### src/rtl/ws2812_frame_scheduler_if.sv
// Host / serializer side signals of the WS2812 frame scheduler.
// The scheduler connects through the slave modport; the host side
// (pixel writer plus serializer handshake) uses the master modport.
interface ws2812_frame_scheduler_if #(
   parameter int ADDR_W = 3
);
   logic              wr_en;
   logic [ADDR_W-1:0] wr_addr;
   logic [23:0]       wr_data;
   logic              start;
   logic [23:0]       pix_data;
   logic              pix_valid;
   logic              pix_ready;
   logic              latch_active;
   logic              busy;
   logic              done;

   modport master (
      output wr_en, wr_addr, wr_data, start, pix_ready,
      input  pix_data, pix_valid, latch_active, busy, done
   );

   modport slave (
      input  wr_en, wr_addr, wr_data, start, pix_ready,
      output pix_data, pix_valid, latch_active, busy, done
   );
endinterface

### src/rtl/ws2812_frame_scheduler.sv
// WS2812 frame scheduler: holds a NUM_LEDS x 24-bit pixel buffer, streams
// pixels 0..NUM_LEDS-1 to the serializer over valid/ready, then holds the
// line low for TRESET cycles so the chain latches the frame.
module ws2812_frame_scheduler #(
   parameter int NUM_LEDS = 8,
   parameter int ADDR_W   = 3,
   parameter int TRESET   = 2560
) (
   input logic                     CLK,
   input logic                     RST,
   ws2812_frame_scheduler_if.slave bus
);
   localparam int                CNT_W      = $clog2(TRESET);
   localparam logic [ADDR_W-1:0] LAST_IDX   = ADDR_W'(NUM_LEDS - 1);
   localparam logic [CNT_W-1:0]  LAST_CNT   = CNT_W'(TRESET - 1);
   localparam logic [ADDR_W:0]   NUM_LEDS_W = (ADDR_W + 1)'(NUM_LEDS);

   typedef enum logic [1:0] {IDLE, FETCH, SEND, LATCH} state_t;

   state_t            state_reg, state_next;
   logic [ADDR_W-1:0] index_reg, index_next;
   logic [CNT_W-1:0]  cnt_reg, cnt_next;
   logic              pending_reg, pending_next;
   logic              done_reg, done_next;

   // Buffer is sized to the full address space so every address is a legal
   // index; entries at or beyond NUM_LEDS are simply never written or read.
   logic [23:0]       mem [2**ADDR_W];
   logic [23:0]       rd_data_reg;
   logic              wr_ok;

   assign wr_ok = bus.wr_en && ({1'b0, bus.wr_addr} < NUM_LEDS_W);

   // Pixel buffer: write port plus registered read; a read and write of the
   // same address in one cycle returns the old contents.
   always_ff @(posedge CLK) begin
      if (wr_ok) begin
         mem[bus.wr_addr] <= bus.wr_data;
      end
      if (state_reg == FETCH) begin
         rd_data_reg <= mem[index_reg];
      end
   end

   // Control state register with asynchronous reset.
   always_ff @(posedge CLK or posedge RST) begin
      if (RST) begin
         state_reg   <= IDLE;
         index_reg   <= '0;
         cnt_reg     <= '0;
         pending_reg <= 1'b0;
         done_reg    <= 1'b0;
      end else begin
         state_reg   <= state_next;
         index_reg   <= index_next;
         cnt_reg     <= cnt_next;
         pending_reg <= pending_next;
         done_reg    <= done_next;
      end
   end

   // Next-state logic: frame sequencing, latch timing, start merging.
   always_comb begin
      state_next   = state_reg;
      index_next   = index_reg;
      cnt_next     = cnt_reg;
      pending_next = pending_reg;
      done_next    = 1'b0;

      // A start that arrives mid-frame is remembered; repeats collapse.
      if (bus.start && (state_reg != IDLE)) begin
         pending_next = 1'b1;
      end

      case (state_reg)
         IDLE: begin
            if (bus.start) begin
               state_next = FETCH;
               index_next = '0;
            end
         end
         FETCH: begin
            state_next = SEND;
         end
         SEND: begin
            if (bus.pix_ready) begin
               if (index_reg == LAST_IDX) begin
                  state_next = LATCH;
                  cnt_next   = '0;
               end else begin
                  state_next = FETCH;
                  index_next = index_reg + 1'b1;
               end
            end
         end
         LATCH: begin
            if (cnt_reg == LAST_CNT) begin
               done_next = 1'b1;
               // A start landing on the final latch cycle counts as pending.
               if (pending_reg || bus.start) begin
                  state_next   = FETCH;
                  index_next   = '0;
                  pending_next = 1'b0;
               end else begin
                  state_next = IDLE;
               end
            end else begin
               cnt_next = cnt_reg + 1'b1;
            end
         end
         default: begin
            state_next = IDLE;
         end
      endcase
   end

   // Outputs decode straight from registered state, so reset clears them at once.
   assign bus.pix_valid    = (state_reg == SEND);
   assign bus.latch_active = (state_reg == LATCH);
   assign bus.busy         = (state_reg != IDLE);
   assign bus.done         = done_reg;
   assign bus.pix_data     = (state_reg == SEND) ? rd_data_reg : 24'h0;

endmodule
### src/flat_wrapper.sv
// flat-port wrapper written by rule: the top's interface ports become plain ports
module ws2812_frame_scheduler_flat 
#(
   parameter int NUM_LEDS = 8,
   parameter int ADDR_W   = 3,
   parameter int TRESET   = 2560
)
  (CLK, RST, bus_wr_en, bus_wr_addr, bus_wr_data, bus_start, bus_pix_ready, bus_pix_data, bus_pix_valid, bus_latch_active, bus_busy, bus_done);
  ws2812_frame_scheduler_if #(.ADDR_W(ADDR_W)) bus_i ();
  input logic CLK;
  input logic RST;
  input wire logic [$bits(bus_i.wr_en)-1:0] bus_wr_en;
  input wire logic [$bits(bus_i.wr_addr)-1:0] bus_wr_addr;
  input wire logic [$bits(bus_i.wr_data)-1:0] bus_wr_data;
  input wire logic [$bits(bus_i.start)-1:0] bus_start;
  input wire logic [$bits(bus_i.pix_ready)-1:0] bus_pix_ready;
  output wire logic [$bits(bus_i.pix_data)-1:0] bus_pix_data;
  output wire logic [$bits(bus_i.pix_valid)-1:0] bus_pix_valid;
  output wire logic [$bits(bus_i.latch_active)-1:0] bus_latch_active;
  output wire logic [$bits(bus_i.busy)-1:0] bus_busy;
  output wire logic [$bits(bus_i.done)-1:0] bus_done;
  assign bus_i.wr_en = bus_wr_en;
  assign bus_i.wr_addr = bus_wr_addr;
  assign bus_i.wr_data = bus_wr_data;
  assign bus_i.start = bus_start;
  assign bus_i.pix_ready = bus_pix_ready;
  assign bus_pix_data = bus_i.pix_data;
  assign bus_pix_valid = bus_i.pix_valid;
  assign bus_latch_active = bus_i.latch_active;
  assign bus_busy = bus_i.busy;
  assign bus_done = bus_i.done;
  ws2812_frame_scheduler #(.NUM_LEDS(NUM_LEDS), .ADDR_W(ADDR_W), .TRESET(TRESET)) u_core (.CLK(CLK), .RST(RST), .bus(bus_i));
endmodule
### config.mk
export PLATFORM = sky130hd
export DESIGN_NAME = ws2812_frame_scheduler_flat
export DESIGN_NICKNAME = d
export VERILOG_FILES = /design/src/rtl/ws2812_frame_scheduler_if.sv /design/src/rtl/ws2812_frame_scheduler.sv /design/src/flat_wrapper.sv
export SDC_FILE = /design/constraint.sdc
export NUM_CORES = 1
export LEC_CHECK = 0
export BUFFER_PORTS_ARGS = -buffer_cell sky130_fd_sc_hd__buf_2
export CORE_UTILIZATION = 38
export DETAILED_ROUTE_END_ITERATION = 16
export GPL_ROUTABILITY_DRIVEN = 0
export HOLD_SLACK_MARGIN = 0.08
export PLACE_DENSITY_LB_ADDON = 0.2
export SLEW_MARGIN = 20
export SYNTH_ARGS = -nofsm -noshare
export SYNTH_HDL_FRONTEND = slang
export SYNTH_SLANG_ARGS = --single-unit
export TNS_END_PERCENT = 100
### constraint.sdc
create_clock -name CLK -period 2.25 [get_ports CLK]
set_clock_uncertainty 0.15 [all_clocks]
set_input_delay 0.45 -clock CLK [delete_from_list [all_inputs] [get_ports CLK]]
set_output_delay 0.45 -clock CLK [all_outputs]
set_load 0.1 [all_outputs]
### After elaboration in Yosys (flattened, before gate mapping)

Memories as Yosys holds them, arrays and structs flattened. A register that Yosys moved wholly into a read port is not among the register bits.
Index checks and enable logic that the tools add are counted.

| word-level totals | value |
|---|---|
| input port bits | 32 |
| flip-flop bits (word level) | 19 |
| memories kept | 1 |
| output and inout port bits | 28 |
| memory bits (writable) | 192 |
| word-level logic and storage cells | 54 |

| operators by class | value |
|---|---|
| multiplexer cells | 25 |
| eq/ne operators | 12 |
| $add $sub $neg | 2 |
| reductions and logical operators | 9 |

Memories:

| memory | depth | width | rd ports | clocked after memory_dff | wr ports | RTL line | source |
|---|---|---|---|---|---|---|---|
| u_core.mem | 8 | 24 | 1 | 1 | 1 | ws2812_frame_scheduler.sv:28 | `logic [23:0] mem [2**ADDR_W];` |

Operators by type and width:

| kind | number |
|---|---|
| $mux W12 | 3 |
| $mux W24 | 1 |
| $pmux W12 S2 | 1 |
| $mux W3 | 5 |
| $add A12 B1 Y12 const B | 1 |
| $eq A12 B12 Y1 const B | 1 |
| $mux W1 | 9 |
| $pmux W3 S3 | 1 |
| $mux W2 | 4 |
| $ne A2 B2 Y1 const B | 4 |
| $pmux W2 S4 | 1 |
| $ne A2 B1 Y1 const B | 3 |
| $reduce_and A6 Y1 | 1 |
| $eq A2 B2 Y1 const B | 2 |
| $reduce_and A4 Y1 | 1 |
| $reduce_bool A2 Y1 | 2 |
| $add A3 B1 Y3 const B | 1 |
| $eq A3 B3 Y1 const B | 1 |
| $reduce_and A3 Y1 | 1 |
| $reduce_bool A3 Y1 | 1 |
| $eq A2 B1 Y1 const B | 1 |
| $logic_not A2 Y1 | 1 |
| $logic_and A1 B1 Y1 | 1 |
| $logic_or A1 B1 Y1 | 1 |

### Depth between registers and ports, before layout

Gate-level depths: netlist (run 1).

| logic depth | value |
|---|---|
| depth in word-level cells | 6 |
| gate-level depth with buffers | 7 |
| mapped depth without buffers | 6 |

### Worst setup path before layout (run 1)

OpenSTA, ideal clock, no wires.

| path | value |
|---|---|
| kind | reg-to-output |
| start point | reg u_core.state_reg[1] |
| end point | out bus_pix_data[11] |
| data required time | 1650 ps |
| buffers on the path | 2 |
| stages on the path, launching flop included | 5 |
| setup slack | -963 ps |
| arrival time | 2613 ps |
| path through | dfrtp_1 > buf_6 > nor2b_1 > clkbuf_1 > and2_1 |

| between the ends | value |
|---|---|
| longest elaborated chain between the ends | 2 |

Ends and longest elaborated chain:

| what | RTL line | source |
|---|---|---|
| start: declaration | ws2812_frame_scheduler.sv:20 | `state_t state_reg, state_next;` |
| start signal: assignment | ws2812_frame_scheduler.sv:54 | `state_reg <= state_next;` |
| $eq A2 B2 Y1 | - |  |
| net bus_pix_valid | flat_wrapper.sv:18 | `output wire logic [$bits(bus_i.pix_valid)-1:0] bus_pix_valid;` |
| $mux W24 | ws2812_frame_scheduler.sv:122 | `assign bus.pix_data = (state_reg == SEND) ? rd_data_reg : 24'h0;` |
| end: declaration | flat_wrapper.sv:17 | `output wire logic [$bits(bus_i.pix_data)-1:0] bus_pix_data;` |

The timed path passes the listed nets, and every way through them passes these cells.

### Final worst setup path (run 1)

| path | value |
|---|---|
| start point | reg u_core.state_reg[0] |
| end point | out bus_pix_data[13] |

| between the ends | value |
|---|---|
| longest elaborated chain between the ends | 2 |

Ends and longest elaborated chain:

| what | RTL line |
|---|---|
| $eq A2 B2 Y1 | ws2812_frame_scheduler.sv:122 |
| $mux W24 | ws2812_frame_scheduler.sv:122 |

Every way passes these cells.

==> results of run 1 <==
[cell usage after synthesis (2+ instances only)]
cell type	number
nand4_1	2
o21a_1	2
mux2_4	9
dfrtp_1	19
nor3_1	3
and3_1	3
a21oi_1	7
nor2_1	11
buf_4	2
nand2b_1	4
nand2_1	8
inv_1	5
edfxtp_1	216
buf_2	7
nand3_1	5
or2_2	2
a31oi_1	2
o21ai_0	6
nor4_1	3
clkbuf_1	7
ha_1	3
mux2_2	16
buf_6	2
buf_12	2
a41oi_1	3
mux4_2	48
o31ai_1	3
a22o_1	2
and2_1	25
a211o_1	3
[power by group]
group          switching (mW)  internal, mW
clock network            1.63          2.41
registers               0.180          5.04
logic                   0.648         0.906
total                    2.46          8.35
[per-stage QoR]
stage	hold WS, ns	total power, mW	setup WS, ns
CTS	0.125	11.0	-0.0653
floorplan	0.251	6.51	-0.343
finish	0.160	10.8	-0.0417
global placement	0.339	6.81	0.283
global route	0.168	11.3	-0.105
detailed placement	0.347	6.86	0.243
[worst max-delay path: stages, from the launching register on]
cell,delay [ns]
dfrtp_2,0.42
nor2b_4,0.13
buf_4,0.18
buf_16,0.13
and2_4,0.15
buf_12,0.16
[worst min-delay path by stage]
stage / from / endpoint / depth (start not counted)
finish: bus_pix_ready / u_core.state_reg[1] / 4
floorplan: RST / u_core.bus.done / 1
global placement: RST / u_core.pending_reg / 2
detailed placement: RST / u_core.pending_reg / 2
CTS: bus_pix_ready / u_core.state_reg[1] / 4
global route: bus_pix_ready / u_core.state_reg[1] / 4
[routing by layer]
metal / up-vias / wire [um] / track usage
li1: 2080 / - / -
met2: 90 / 9210 / 0.253
met4: 0 / 338 / 0.0356
met1: 2418 / 8260 / 0.213
met5: - / 0 / 0
met3: 25 / 691 / 0.0260
[placed cells by master (no fill, tap or decap), types with 3 or more instances in the layout]
master	synthesis	routed
o31ai_1	3	3
buf_16	0	3
clkinv_1	0	4
nand3_1	5	5
nand2_1	8	7
and2_4	0	24
dfrtp_2	0	3
a211o_1	3	3
nand2b_1	4	4
edfxtp_1	216	216
a21oi_1	7	7
clkbuf_16	0	25
and3_1	3	3
inv_1	5	5
a41oi_1	3	3
nor2_2	1	8
ha_1	3	3
bufinv_16	0	3
buf_4	2	21
dlygate4sd3_1	0	26
clkinv_2	0	4
mux2_4	9	9
mux4_2	48	48
nor2_1	11	4
buf_2	7	32
buf_12	2	33
o21ai_0	6	6
dfrtp_1	19	15
mux2_2	16	16
clkbuf_1	7	7
nor4_1	3	3
[cell type report]
class | count | area (um^2) | share of cell area
clock buffer | 32 | 652 | 0.0553
multi-input combinational | 185 | 2220 | 0.188
clock inverter | 14 | 163 | 0.0138
tap | 319 | 399 | 0.0339
timing repair buffer | 118 | 1360 | 0.115
sequential | 235 | 6970 | 0.591
inverter | 6 | 25.0 | 0.00212
[kinds of logic (layout without fill, tap and decap cells)]
| family | after synthesis | in the layout | synth area share |
|---|---|---|---|
| buffers and inverters | 27 | 170 | 0.0180 |
| flip-flops | 235 | 235 | 0.754 |
| AND/OR/NAND/NOR | 72 | 72 | 0.0451 |
| AO/OA/AOI/OAI | 37 | 37 | 0.0282 |
| multiplexers | 73 | 73 | 0.151 |
| adder cells (fa/ha/maj) | 3 | 3 | 0.00406 |
[repair_timing]
action,4_1_cts,5_1_grt
endpoints found under the setup margin,25,26
gates resized for setup,27,2
hold buffers,26,0
cloned,3,0
pin swaps,14,0
buffers inserted,6,0
endpoints found under the hold margin,204,0
==> summary.txt, run 1 <==
Synth
  – Leading area contributor after synthesis: edfxtp_1
  – Distinct cells, synth: 47
  – Mean Syn Cell Area: 20.7 um^2
  – Synth Warn #: 0
  – Fraction of registers with async set/reset: 0.0809
  – Register bit total from synthesis: 235
  – Mapped Cells: 447
  – Share of the synthesized area in the top cell type: 0.702
  – Synth Cell Area: 0.00924 mm^2
  – Syn_nets: 482
  – Post-synth EDFFs: 216
  – Top_reg_cell synth: edfxtp_1
  – Register area share after synthesis: 0.754
  – Synth top area cells: edfxtp_1, mux4_2, dfrtp_1, mux2_2, and2_1

Critical path
  – CP arrival: 1.69 ns
  – Worst-path fanout max: 4
  – Crit Reg-Reg Startpoint: u_core.index_reg[0]
  – Setup crit start: u_core.state_reg[0]
  – Worst-case reg-to-reg path depth: 6
  – Reg2Reg Setup Slack: 0.24 ns
  – Worst R2R End: u_core.cnt_reg[11]
  – Worst Path Required: 1.65 ns
  – Crit end category: output pin
  – Crit path kind: register to output pin
  – Critical path destination: bus_pix_data[13]
  – Nature of the critical path startpoint: register

Placement
  – Area post-placement: 0.0105 mm^2
  – Number of port buffers: 59
  – Post-DP HPWL: 10400 um
  – Inst Count DP: 829

Floorplan
  – Num ports: 60
  – Die Y: 158 um
  – Core Area: 0.0237 mm^2
  – Initial Util: 0.390
  – Die area: 0.0249 mm^2
  – Std-Cell Rows: 56
  – Die Span X: 158 um

Global routing
  – GRT Resource Usage Total: 0.154
  – Vias in the first global route: 4823
  – Largest net degree at the start of global routing: 41
  – First-pass GRT wire length: 28000 um
  – Initial antenna violation count: 0
  – Grt ovf: 0

STA
  – RSZ-0062 raised after global routing: true
  – Hold Vio Cnt, Final: 0
  – Final WS setup: -0.0417 ns
  – Max Slew Vio Count: 0
  – Final period util: 1.02
  – Worst-margin pin slew: 0.524 ns
  – Period minus WS final: 2.29 ns
  – Max Clk Rate: 436 MHz
  – Relative slew slack: 0.651
  – Setup TNS: -0.671 ns
  – # setup viols final: 25

Power and ir drop
  – VDD IR max: 0.476 mV
  – Power Density: 917 mW/mm^2
  – Leak: 4.02 nW

Cells and area
  – Filler Cells Inserted: 1973
  – Non-Filler Instances: 909
  – Number of flip-flops under the largest register name: 192
  – Area grow syn2layout: 27.6%
  – Antenna Cells: 0
  – Design area: 0.0118 mm^2
  – Finished Core Util: 0.498
  – Nets@finish: 606
  – Share of cells above drive strength 1: 0.414

Clocking
  – H-tree depth: 1
  – Clock Tree Buf Depth: 3
  – CTS Buf Count: 25
  – CTS root buf: clkbuf_16
  – Clock-pin slew on the worst setup and hold paths: 0.05 ns
  – Clock latency on the worst-skew pair: 0.53 ns
  – CTS tree: built
  – CTS Sinks: 235

Route
  – DRC: 0
  – DRT antenna net count: 0
  – Drt pass-1 iters: 4
  – WL per Instance: 20.3 um
  – Final wirelength: 18500 um
  – Routed vias: 4613
  – DR iter-0 viols: 289
  – Vias per cell: 5.07

Status
  – Failing checks: setup timing
  – Status: finished with violations

Min path
  – Min-delay worst type: input port to register

Flow run
  – Max Cap Violations: 0
No activity file was read; power rests on OpenSTA's default activity.
==> inputs of run 2 (changes only) <==
--- a/config.mk
+++ b/config.mk
@@ -5,6 +5,7 @@
 export SDC_FILE = /design/constraint.sdc
 export NUM_CORES = 1
 export LEC_CHECK = 0
+export ABC_AREA = 1
 export BUFFER_PORTS_ARGS = -buffer_cell sky130_fd_sc_hd__buf_2
 export CORE_UTILIZATION = 38
 export DETAILED_ROUTE_END_ITERATION = 16
==> summary.txt, run 2 <==
Status
  – Status: finished clean

Critical path
  – Crit end category: output pin
  – Nature of the critical path startpoint: register
  – Crit path kind: register to output pin
  – Reg2Reg Setup Slack: 0.36 ns (+0.12 ns)
  – CP arrival: 1.63 ns (-0.06 ns)
  – Worst Path Required: 1.65 ns (about the same)
  – Worst-path fanout max: 8 (+4)

Placement
  – Number of port buffers: 59 (unchanged)
  – Post-DP HPWL: 11100 um (+6.7%)
  – Inst Count DP: 1207 (+46%)

Synth
  – Share of the synthesized area in the top cell type: 0.668 (-0.0336)
  – Most common cell in the netlist: edfxtp_1
  – Leading area contributor after synthesis: edfxtp_1
  – Fraction of registers with async set/reset: 0.0809 (unchanged)
  – Register bit total from synthesis: 235 (unchanged)
  – Mean Syn Cell Area: 11.6 um^2 (-44%)
  – Synth top area cells: edfxtp_1, nor2_1, o21ai_0, dfrtp_1, nand2_1
  – Register area share after synthesis: 0.717 (-0.0360)
  – Synth Warn #: 0 (unchanged)
  – Syn_nets: 874 (+81%)
  – Mapped Cells: 839 (+88%)
  – Distinct cells, synth: 30 (-36%)
  – Top_reg_cell synth: edfxtp_1
  – Synth Cell Area: 0.00970 mm^2 (+5.0%)
  – Post-synth EDFFs: 216 (unchanged)
  – Post-synth top cells: edfxtp_1, nor2_1, o21ai_0, nand2_1, inv_1

Power and ir drop
  – Sw frac: 0.192 (-0.0352)
  – Pwr Total: 9.26 mW (-14%)
  – Flop pwr share: 0.530 (+0.047)
  – Leak: 4.50 nW (+12%)
  – VDD IR max: 0.594 mV (+25%)
  – Sw power: 1.78 mW (-28%)
  – Clock Power Share: 0.444 (+0.070)
  – Combinational share of power: 0.026 (-0.118)
  – Internal: 7.48 mW (-10%)
  – Power Density: 760 mW/mm^2 (-17%)

STA
  – Max Clk Rate: 448 MHz (+2.7%)
  – Max Slew Vio Count: 0 (unchanged)
  – Hold Vio Cnt, Final: 0 (unchanged)
  – # setup viols final: 0 (-100%)
  – WHS: 0.154 ns (-0.00611 ns)
  – Setup TNS: 0 ns (+0.671 ns)
  – Relative slew slack: 0.332 (-0.319)
  – Period minus WS final: 2.23 ns (-0.0593 ns)
  – Worst-margin pin slew: 1.00 ns (+0.478 ns)
  – Final period util: 0.992 (-0.0263)
  – RSZ-0062 raised after global routing: true

Route
  – WL per Instance: 16.0 um (-21%)
  – Vias per cell: 4.81 (-5.3%)
  – DRT antenna net count: 0 (unchanged)
  – DRC: 0 (unchanged)
  – DR iter-0 viols: 389 (+35%)
  – Drt pass-1 iters: 4 (unchanged)
  – Final wirelength: 20600 um (+11%)
  – Routed vias: 6165 (+34%)

Clocking
  – Clock Tree Buf Depth: 3 (unchanged)
  – Clock latency on the worst-skew pair: 0.52 ns (about the same)
  – H-tree depth: 1 (unchanged)
  – Clock-pin slew on the worst setup and hold paths: 0.06 ns (about the same)
  – CTS tree: built
  – CTS Buf Count: 25 (unchanged)
  – CTS Sinks: 235 (unchanged)
  – CTS root buf: clkbuf_16

Global routing
  – Vias in the first global route: 6080 (+26%)
  – GRT Resource Usage Total: 0.161 (+0.00732)
  – Largest net degree at the start of global routing: 98 (+140%)
  – First-pass GRT wire length: 32700 um (+17%)
  – Grt ovf: 0 (unchanged)
  – Initial antenna violation count: 0 (unchanged)

Floorplan
  – Core Area: 0.0251 mm^2 (+6.0%)
  – Std-Cell Rows: 58 (+3.6%)
  – Die Y: 162 um (+2.5%)
  – Die area: 0.0262 mm^2 (+5.0%)
  – Die Span X: 162 um (+2.5%)
  – Initial Util: 0.386 (-0.00367)
  – Num ports: 60 (unchanged)

Cells and area
  – Most common cell after layout, fill and taps aside: edfxtp_1
  – Number of flip-flops under the largest register name: 192 (unchanged)
  – Finished Core Util: 0.485 (-0.0125)
  – Non-Filler Instances: 1283 (+41%)
  – Most frequent cells in the layout: edfxtp_1, nor2_1, o21ai_0
  – Share of cells above drive strength 1: 0.191 (-0.223)
  – Nets@finish: 969 (+60%)
  – Area grow syn2layout: 25.6%
  – Antenna Cells: 0 (unchanged)
  – Register area: 0.00696 mm^2 (about the same)
  – Area of the multi-input gates: 0.00250 mm^2 (+13%)
  – Filler Cells Inserted: 2277 (+15%)

Flow run
  – Max Cap Violations: 0 (unchanged)

Min path
  – Min-delay worst type: input port to register
==> run 2: cell count changes after synthesis, sizes merged, moves of 4 or more <==
cell    delta
nor2     +178
o21ai    +150
nand2    +121
inv       +48
mux4      -48
and2      -25
mux2      -25
nand3     +14
buf       +10
clkbuf    +10
a21oi      -7
nand2b     -4
nand4      +4
nor4       -4
==> run 2: what timing repair did <==
item                                    4_1_cts  5_1_grt
hold endpoints to repair                    200        0
setup buffers                                 5        0
resized for setup                             8        1
hold buffers                                 25        0
pin swaps                                     4        3
endpoints found under the setup margin       20       19
gates cloned                                  0        0
==> run 2: per-stage QoR <==
stage,area (um^2),setup slack [ns]
2_1_floorplan,9870,-0.281
3_3_place_gp,11000,0.324
3_5_place_dp,11000,0.329
4_1_cts,12200,-0.0366
5_1_grt,12200,-0.0395
6_report,12200,0.0175
==> run 2: path summary, 6_finish.rpt <==
kind | start | depth (start not counted) | end
setup / recovery | u_core.state_reg[1] | 6 | bus_pix_data[1]
hold / removal | bus_pix_ready | 4 | u_core.state_reg[1]
setup reg to reg | u_core.index_reg[0] | 7 | u_core.rd_data_reg[1]
hold reg to reg | u_core.cnt_reg[1] | 2 | u_core.cnt_reg[1]
max in group asynchronous | RST | 4 | u_core.cnt_reg[7]
min in group asynchronous | RST | 3 | u_core.bus.done
==> run 2: critical path, cell delays in order, from the launching register on <==
cell	delay, ns
dfrtp_1	0.36
inv_2	0.06
nor2_4	0.15
inv_6	0.07
buf_12	0.15
nor2_4	0.14
buf_12	0.19
==> run 2: cell type report <==
| type | count | share of cell area |
|---|---|---|
| sequential | 235 | 0.572 |
| multi-input combinational | 509 | 0.205 |
| timing repair buffer | 109 | 0.105 |
| clock buffer | 32 | 0.0535 |
| tap | 330 | 0.0339 |
| inverter | 54 | 0.0170 |
| clock inverter | 14 | 0.0144 |
==> run 2: cell families (layout without fill, tap and decap cells) <==
| kind of cell | after synthesis | after routing | synth area share |
|---|---|---|---|
| AOI/OAI and AO/OA | 159 | 159 | 0.0839 |
| adders and majority gates | 3 | 3 | 0.00387 |
| buffers and inverters | 95 | 209 | 0.0451 |
| DFF | 235 | 235 | 0.717 |
| and+or+nand+nor | 347 | 347 | 0.150 |
==> run 2: per-layer routing <==
metal	GRT usage	vias up	share of wire
met5	0	-	0
met4	0.0425	0	0.020
met3	0.0217	36	0.034
met2	0.293	100	0.51
met1	0.200	2959	0.43
li1	-	3070	-
==> run 2: power by group through the flow <==
| stage | clock (mW) | sequential, mW | combinational (mW) |
|---|---|---|---|
| after floorplan | 0 | 5.00 | 0.0781 |
| after global placement | 0 | 5.00 | 0.202 |
| after detailed placement | 0 | 5.00 | 0.207 |
| after CTS | 4.22 | 4.91 | 0.242 |
| after global routing | 4.35 | 4.92 | 0.266 |
| final | 4.12 | 4.91 | 0.237 |
==> inputs of run 3 (changes only) <==
--- a/config.mk
+++ b/config.mk
@@ -8,10 +8,12 @@
 export ABC_AREA = 1
 export BUFFER_PORTS_ARGS = -buffer_cell sky130_fd_sc_hd__buf_2
 export CORE_UTILIZATION = 38
+export CTS_CLUSTER_DIAMETER = 150
 export DETAILED_ROUTE_END_ITERATION = 16
 export GPL_ROUTABILITY_DRIVEN = 0
 export HOLD_SLACK_MARGIN = 0.08
 export PLACE_DENSITY_LB_ADDON = 0.2
+export REMOVE_ABC_BUFFERS = 1
 export SLEW_MARGIN = 20
 export SYNTH_ARGS = -nofsm -noshare
 export SYNTH_HDL_FRONTEND = slang
==> summary.txt, run 3 (synthesis gave the netlist of run 2 again) <==
Status
  – Status: finished with violations
  – Failing checks: setup timing

Placement
  – Area post-placement: 0.0108 mm^2 (-1.6%)
  – Number of port buffers: 59 (unchanged)
  – Post-DP HPWL: 10900 um (-1.7%)
  – Inst Count DP: 1210 (+0.25%)

STA
  – Period minus WS final: 2.25 ns (+0.0206 ns)
  – RSZ-0062 raised after global routing: true
  – Relative slew slack: 0.494 (+0.162)
  – # setup viols final: 1 (+1)
  – Max Clk Rate: 444 MHz (-0.91%)
  – Final period util: 1.00 (+0.00913)
  – Max Slew Vio Count: 0 (unchanged)
  – Worst-margin pin slew: 0.758 ns (-0.243 ns)
  – WHS: 0.124 ns (-0.0300 ns)
  – Hold Vio Cnt, Final: 0 (unchanged)
  – Final WS setup: -0.00301 ns (-0.0206 ns)

Cells and area
  – Area grow syn2layout: 25.7%
  – Non-Filler Instances: 1290 (+0.55%)
  – Finished Core Util: 0.486 (+0.000598)
  – Filler Cells Inserted: 2242 (-1.5%)
  – Most frequent cells in the layout: edfxtp_1, nor2_1, o21ai_0
  – Number of flip-flops under the largest register name: 192 (unchanged)
  – Antenna Cells: 0 (unchanged)
  – Nets@finish: 977 (+0.83%)
  – Area of the multi-input gates: 0.00250 mm^2 (+0.20%)
  – Design area: 0.0122 mm^2 (+0.12%)
  – Register area: 0.00696 mm^2 (unchanged)
  – Share of cells above drive strength 1: 0.201 (+0.0101)
  – Most common cell after layout, fill and taps aside: edfxtp_1

Floorplan
  – Initial Util: 0.386 (unchanged)
  – Num ports: 60 (unchanged)
  – Die Span X: 162 um (unchanged)
  – Die area: 0.0262 mm^2 (unchanged)
  – Core Area: 0.0251 mm^2 (unchanged)
  – Die Y: 162 um (unchanged)
  – Std-Cell Rows: 58 (unchanged)

Clocking
  – CTS Buf Count: 26 (+4.0%)
  – Clock Tree Buf Depth: 3 (unchanged)
  – CTS Sinks: 235 (unchanged)
  – Clock latency on the worst-skew pair: 0.52 ns (about the same)
  – Clock-pin slew on the worst setup and hold paths: 0.06 ns (about the same)
  – H-tree depth: 1 (unchanged)
  – CTS tree: built
  – CTS root buf: clkbuf_16

Min path
  – Min-delay src: bus_pix_ready
  – Min-delay worst type: input port to register
  – Min-Delay Path Depth: 4 (unchanged)
  – Worst Hold Path EP: u_core.state_reg[1]

Global routing
  – Largest net degree at the start of global routing: 98 (unchanged)
  – Initial antenna violation count: 0 (unchanged)
  – Grt ovf: 0 (unchanged)
  – Vias in the first global route: 6068 (-0.20%)
  – GRT Resource Usage Total: 0.169 (+0.00813)
  – First-pass GRT wire length: 34000 um (+4.1%)

Power and ir drop
  – Internal: 7.34 mW (-1.9%)
  – Sw power: 1.80 mW (+0.90%)
  – VDD IR max: 0.512 mV (-14%)
  – Combinational share of power: 0.026 (about the same)
  – Clock Power Share: 0.437 (-0.007)
  – Leak: 4.52 nW (+0.41%)
  – Flop pwr share: 0.538 (+0.008)
  – Sw frac: 0.197 (+0.00447)
  – Pwr Total: 9.13 mW (-1.4%)
  – Power Density: 749 mW/mm^2 (-1.5%)

Critical path
  – Worst-case reg-to-reg path depth: 9 (+2)
  – Worst-path fanout max: 13 (+5)
  – CP arrival: 1.65 ns (+0.02 ns)
  – Nature of the critical path startpoint: register
  – Setup crit start: u_core.state_reg[0]
  – Worst R2R End: u_core.index_reg[1]
  – Crit path kind: register to output pin
  – Crit Reg-Reg Startpoint: u_core.state_reg[0]
  – Worst Path Required: 1.65 ns (about the same)
  – Crit end category: output pin
  – Reg2Reg Setup Slack: 0.39 ns (+0.03 ns)

Route
  – DRT antenna net count: 0 (unchanged)
  – Final wirelength: 21900 um (+6.3%)
  – DR iter-0 viols: 623 (+60%)
  – DRC: 0 (unchanged)
  – Vias per cell: 4.88 (+1.5%)
  – Drt pass-1 iters: 5 (+1)
  – Routed vias: 6289 (+2.0%)
  – WL per Instance: 17.0 um (+5.8%)

Flow run
  – Max Cap Violations: 0 (unchanged)
[run 3: cell types whose count changed in the layout (fill, tap and decap cells not counted), moves of 3 or more]
cell and delta:
buf_4 +10, buf_12 -4, clkinv_2 +4, bufinv_16 -3
clkinv_1 -3
[run 3: power groups by stage]
| stage | clock [mW] | sequential, mW | combinational [mW] |
|---|---|---|---|
| 2_1_floorplan | 0 | 5.00 | 0.0775 |
| 3_3_place_gp | 0 | 5.00 | 0.198 |
| 3_5_place_dp | 0 | 5.00 | 0.201 |
| 4_1_cts | 4.07 | 4.91 | 0.238 |
| 5_1_grt | 4.22 | 4.92 | 0.262 |
| 6_report | 3.99 | 4.91 | 0.233 |
[run 3: worst max path at each step]
stage | end | slack [ns] | cells past startpoint
after floorplan | u_core.rd_data_reg[10] | -1.14 | 5
after global placement | bus_pix_data[5] | 0.44 | 4
after detailed placement | bus_pix_data[8] | 0.37 | 4
after CTS | bus_pix_data[20] | -0.03 | 6
after global routing | bus_pix_data[8] | -0.07 | 5
final | bus_pix_data[8] | -0.003 | 5
[run 3: per-stage QoR]
stage               setup WS, ns  TNS [ns]
finish                  -0.00301  -0.00301
global route             -0.0717     -1.13
CTS                      -0.0279    -0.333
detailed placement         0.369         0
global placement           0.437         0
floorplan                  -1.14    -57.61
[run 3: cell type report]
cell class              count  share of cell area
flip-flops and latches    235               0.571
multi-input cells         509               0.205
repair inverters            1             0.00164
well taps                 330              0.0338
inverters                  54              0.0179
clock buffers              36              0.0598
repair buffers            115               0.105
clock inverters            10             0.00615
[run 3: worst max-delay path, cell delays in order (launching register included)]
cell     delay (ns)
dfrtp_1        0.41
nor2_4         0.18
buf_6          0.15
inv_12         0.08
nor2_4         0.13
buf_12         0.18
[run 3: per-layer routing]
layer	vias to the layer above	wire [um]	global-route usage
met3	31	879	0.0253
met4	0	439	0.0455
met1	3065	10400	0.240
met2	114	10200	0.272
li1	3079	-	-
met5	-	0	0
[run 3: timing repair]
item                                    CTS  global route
endpoints found under the hold margin   198             0
hold buffers                             25             0
resized for setup                        38            22
cloned                                    1             0
buffers inserted                          6             2
endpoints found under the setup margin   24            27
pin swaps                                 1             1
